## src/rtl/gpr_wb.sv

```systemverilog
// gpr_wb: writeback stage driving both GPR write ports from two issue lanes plus a
// merged long-latency result path; `GPR_WB_STARVE_EN adds the starvation stall.
module gpr_wb #(
    parameter int unsigned STARVE_LIMIT = 4
) (
    input  logic        clk,
    input  logic        rst,
    input  logic        l0_valid,
    input  logic [4:0]  l0_rd,
    input  logic [31:0] l0_data,
    input  logic        l1_valid,
    input  logic [4:0]  l1_rd,
    input  logic [31:0] l1_data,
    input  logic        late_valid,
    input  logic [4:0]  late_rd,
    input  logic [31:0] late_data,
    output logic        late_ready,
    input  logic        alloc_valid,
    input  logic [4:0]  alloc_rd,
    output logic [31:0] busy,
    output logic        stall,
    output logic        we0,
    output logic        we1,
    output logic [4:0]  waddr0,
    output logic [4:0]  waddr1,
    output logic [31:0] wdata0,
    output logic [31:0] wdata1
);
    localparam int unsigned AW   = 5;
    localparam int unsigned DW   = 32;
    localparam int unsigned NREG = 32;

    if (STARVE_LIMIT < 1 || STARVE_LIMIT > 255) begin : g_bad_limit
        $error("gpr_wb: STARVE_LIMIT must be within 1..255");
    end

    logic            l0_idle, l1_idle, late_acc;
    logic            we0_q, we0_d, we1_q, we1_d;
    logic [AW-1:0]   waddr0_q, waddr0_d, waddr1_q, waddr1_d;
    logic [DW-1:0]   wdata0_q, wdata0_d, wdata1_q, wdata1_d;
    logic [NREG-1:0] busy_q, busy_d;

    // A late result may only use a port whose lane produces no write this cycle.
    always_comb begin
        l0_idle  = !l0_valid || (l0_rd == '0);
        l1_idle  = !l1_valid || (l1_rd == '0);
        late_acc = !rst && late_valid && (l0_idle || l1_idle);
    end

    assign late_ready = late_acc;

    // Next write-port contents and scoreboard update.
    always_comb begin
        we0_d    = !l0_idle;
        waddr0_d = l0_rd;
        wdata0_d = l0_data;
        we1_d    = !l1_idle;
        waddr1_d = l1_rd;
        wdata1_d = l1_data;
        busy_d   = busy_q;
        if (late_acc) begin
            if (l0_idle) begin
                we0_d    = (late_rd != '0);
                waddr0_d = late_rd;
                wdata0_d = late_data;
            end else begin
                we1_d    = (late_rd != '0);
                waddr1_d = late_rd;
                wdata1_d = late_data;
            end
            busy_d[late_rd] = 1'b0;
        end
        // Set after clear so a same-cycle alloc of the same register wins.
        if (alloc_valid) begin
            busy_d[alloc_rd] = 1'b1;
        end
        busy_d[0] = 1'b0;
    end

    always_ff @(posedge clk or posedge rst) begin
        if (rst) begin
            we0_q    <= 1'b0;
            we1_q    <= 1'b0;
            waddr0_q <= '0;
            waddr1_q <= '0;
            wdata0_q <= '0;
            wdata1_q <= '0;
            busy_q   <= '0;
        end else begin
            we0_q    <= we0_d;
            we1_q    <= we1_d;
            waddr0_q <= waddr0_d;
            waddr1_q <= waddr1_d;
            wdata0_q <= wdata0_d;
            wdata1_q <= wdata1_d;
            busy_q   <= busy_d;
        end
    end

    assign we0    = we0_q;
    assign we1    = we1_q;
    assign waddr0 = waddr0_q;
    assign waddr1 = waddr1_q;
    assign wdata0 = wdata0_q;
    assign wdata1 = wdata1_q;
    assign busy   = busy_q;

`ifdef GPR_WB_STARVE_EN
    localparam int unsigned CW = 8;
    localparam logic [CW-1:0] LIMIT = CW'(STARVE_LIMIT);

    logic [CW-1:0] starve_q, starve_d;
    logic          stall_q, stall_d;

    // Count consecutive rejected cycles; stall one cycle after the limit is reached.
    always_comb begin
        starve_d = starve_q;
        stall_d  = stall_q;
        if (!late_valid || late_acc) begin
            starve_d = '0;
        end else if (starve_q < LIMIT) begin
            starve_d = starve_q + CW'(1);
        end
        if (late_acc) begin
            stall_d = 1'b0;
        end else if (starve_q == LIMIT) begin
            stall_d = 1'b1;
        end
    end

    always_ff @(posedge clk or posedge rst) begin
        if (rst) begin
            starve_q <= '0;
            stall_q  <= 1'b0;
        end else begin
            starve_q <= starve_d;
            stall_q  <= stall_d;
        end
    end

    assign stall = stall_q;
`else
    assign stall = 1'b0;
`endif

endmodule

```

## config.mk

```make
export PLATFORM = sky130hd
export DESIGN_NAME = gpr_wb
export DESIGN_NICKNAME = d
export VERILOG_FILES = /design/src/rtl/gpr_wb.sv
export SDC_FILE = /design/constraint.sdc
export NUM_CORES = 1
export LEC_CHECK = 0
export CAP_MARGIN = 20
export CORE_UTILIZATION = 40
export DETAILED_ROUTE_END_ITERATION = 6
export PLACE_DENSITY = 0.91
export SYNTH_ARGS = -nofsm -noshare
export SYNTH_HDL_FRONTEND = slang
export SYNTH_SLANG_ARGS = --single-unit
```

## constraint.sdc

```tcl
create_clock -name clk -period 3.5 [get_ports clk]
set_clock_uncertainty 0.1 [all_clocks]
set_input_delay 0.35 -clock clk [delete_from_list [all_inputs] [get_ports clk]]
set_output_delay 0.35 -clock clk [all_outputs]
set_load 0.01 [all_outputs]
```

==> flow_summary.yaml <==
status:
  status: "completed"
routing:
  first_pass_iters: 5
  wirelength_mm: 15.1
  postRouteAntennaNets: 0
  avgViaCountPerCell: 5.33
  vias: 3874
  drc: 0
  wl_per_cell_um: 20.7
  drtIter0Drc: 214
power:
  p_total_mw: 3.07
  p_leak_nw: 2.81
  ir_drop_v: 0.000270
  powerDensity_nw_per_um2: 430
sta:
  finalCritPeriodShare_pct: 80.8
  hold_viol: 0
  setup_ws_ps: 673
  setup_violations: 0
  tightest_slew_ps: 1020
  fin_crit_ps: 2830
  fmaxAchievable_ghz: 0.354
  rsz0062_at_grt: "no"
  slew-limit-headroom_pct: 31.8
  setup_tns_ps: 0
  maxSlewViolCount: 0
  holdWs_ps: 412
synthesis:
  synth_ff_type: "dfrtp_1"
  yosys.area.top_type: "dfrtp_1"
  syn-cell-area_sq_um: 4500
  synth-edff-count: 0
  avgSynthCellArea_sq_um: 12.6
  ys_seq_area_share_pct: 59.6
  syn_inst: 356
  synth_common_cells: "dfrtp_1, mux2_2, a21oi_1"
  async_reset_ff_share_pct: 100
  synthDistinctLibCells: 37
  synth_seq_cells: 107
  synth.most_common_cell: "dfrtp_1"
  ys_warn_count: 0
  synth_area_leaders: "dfrtp_1, mux2_2, a21oi_1"
  synth_top_area_share_pct: 59.6
cts:
  post_cts_buffers: 0
  clkSinkCount: 107
  cts_made_buffers: 9
  cts_root_buffer: "clkbuf_8"
  postCtsHoldBufs: 0
  path_clk_slew_ps: 100
  clockBufferDepth: 2
  cts_tree: "yes"
  insertion_delay_ps: 370
  post_cts_resized: 0
  htreeDepth: 3
layout:
  fin_nets: 704
  area.growth.synth_to_final_pct: 58.4
  drive_gt1_share_pct: 17.4
  diodes: 0
floorplan:
  dieHeight_um: 108
  die_x_um: 108
  start_util_pct: 41.3
  io-pin-count: 232
  rows: 38
  die_area_sq_um: 11700
  core_sq_um: 10900
worst_setup_path:
  critPathKind: "in -> out"
  cp.arrival_ps: 2380
  cp_slowest_cell: "clkdlybuf4s50_1"
  cp-start-kind: "input pin"
  crit_fanout: 5
  cpPeakStageDelay_ps: 600
  critPathTopFamily: "buffers and inverters"
  crit_path_cell_trace: "clkdlybuf4s50_1 > or4_1 > o21a_1 > a21oi_1 > clkdlybuf4s50_1"
  r2r_slack_ps: 2630
  required_ps: 3050
  cpMostUsedCell: "clkdlybuf4s50_1"
  worst_setup_path_end_kind: "output pin"
  path_buf_inv: 2
global_routing:
  grt_pass1_vias: 3972
  grt_pass1_wl_mm: 22.5
  grt_use_total_pct: 26.5
  overflow: 0
  antenna_found_initial: 0
  grt_max_degree: 53
placement:
  dp.final_hpwl_mm: 11.5
  place_congestion: 0.905
  port_buffers: 229
  post-place-ws_ps: 653
worst_hold_path:
  min_path_type: "in -> async"
flow_run:
  maxCapViolCount: 0
[final timing paths]
check                          from          to  cells after the start
max in group asynchronous       rst   wdata0[6]                      3
hold reg to reg            busy[17]    busy[17]                      1
setup / recovery           l1_rd[1]  late_ready                      5
min in group clk           busy[17]    busy[17]                      1
hold / removal                  rst   wdata0[1]                      2
setup reg to reg            busy[8]     busy[8]                      2
[worst register-to-register path, delay by kind of cell (launching register included)]
family             cells  cell delay, ps
AOI/OAI and AO/OA      2             200
DFF                    1             410
[where the power goes]
part	switching (mW)	internal, mW
Combinational	0.331	0.485
Sequential	0.0796	1.38
Clock	0.435	0.352
Total	0.846	2.22
[state kept, by name (all words and copies together) (netlist names)]
register,flops
busy,31
waddr0,5
waddr1,5
wdata0,32
wdata1,32
we0,1
we1,1
[layout make-up]
type | count | area, sq um
multi-input cells | 226 | 1700
clock buffers | 10 | 138
well taps | 140 | 175
flip-flops and latches | 107 | 2680
fillers | 773 | 3760
repair buffers | 237 | 2360
clock inverters | 6 | 63.8
inverters | 1 | 6.26
[logic make-up after synthesis]
family                 after synthesis  share of synthesized area, %
flip-flops                         107                          59.6
AND/OR/NAND/NOR                     75                          8.38
multiplexers                        74                          18.5
AO/OA/AOI/OAI                       75                          10.7
other                                1                        0.0834
buffers and inverters               24                          2.75
[placed cells by master, fill, tap and decap left out, types with 2 or more instances in the layout]
master and instances:
a21oi_1 41, a31oi_1 5, and3_1 2, a41oi_1 18, nand3_1 2, nor3b_1 2, nor2b_1 5, nor3_1 6
mux2_2 73, nor2_1 11, clkbuf_8 10, nand2_1 32, or4_1 2, clkinv_2 3, a211oi_1 4, buf_4 7
clkdlybuf4s50_1 229, conb_1 2, nand2b_1 4, dfrtp_1 107, o21a_1 2
[layer usage]
| metal | part of all wire (%) | GRT usage [%] | wire (um) | vias to the layer above |
|---|---|---|---|---|
| met5 | 0 | 0 | 0 | - |
| met4 | 3.3 | 10.7 | 501 | 0 |
| met3 | 9.5 | 8.14 | 1440 | 29 |
| met2 | 51 | 44.9 | 7690 | 220 |
| met1 | 36 | 31.4 | 5440 | 1889 |
| li1 | - | - | - | 1736 |
[stage by stage]
stage	cells	instance area (sq um)	utilization [%]
after floorplan	357	4500	-
after global placement	711	6920	63.6
after detailed placement	711	6920	63.6
after CTS	727	7120	65.4
after global routing	727	7120	65.4
final	727	7120	65.4
Note: power is estimated with default switching activity, not from simulation.
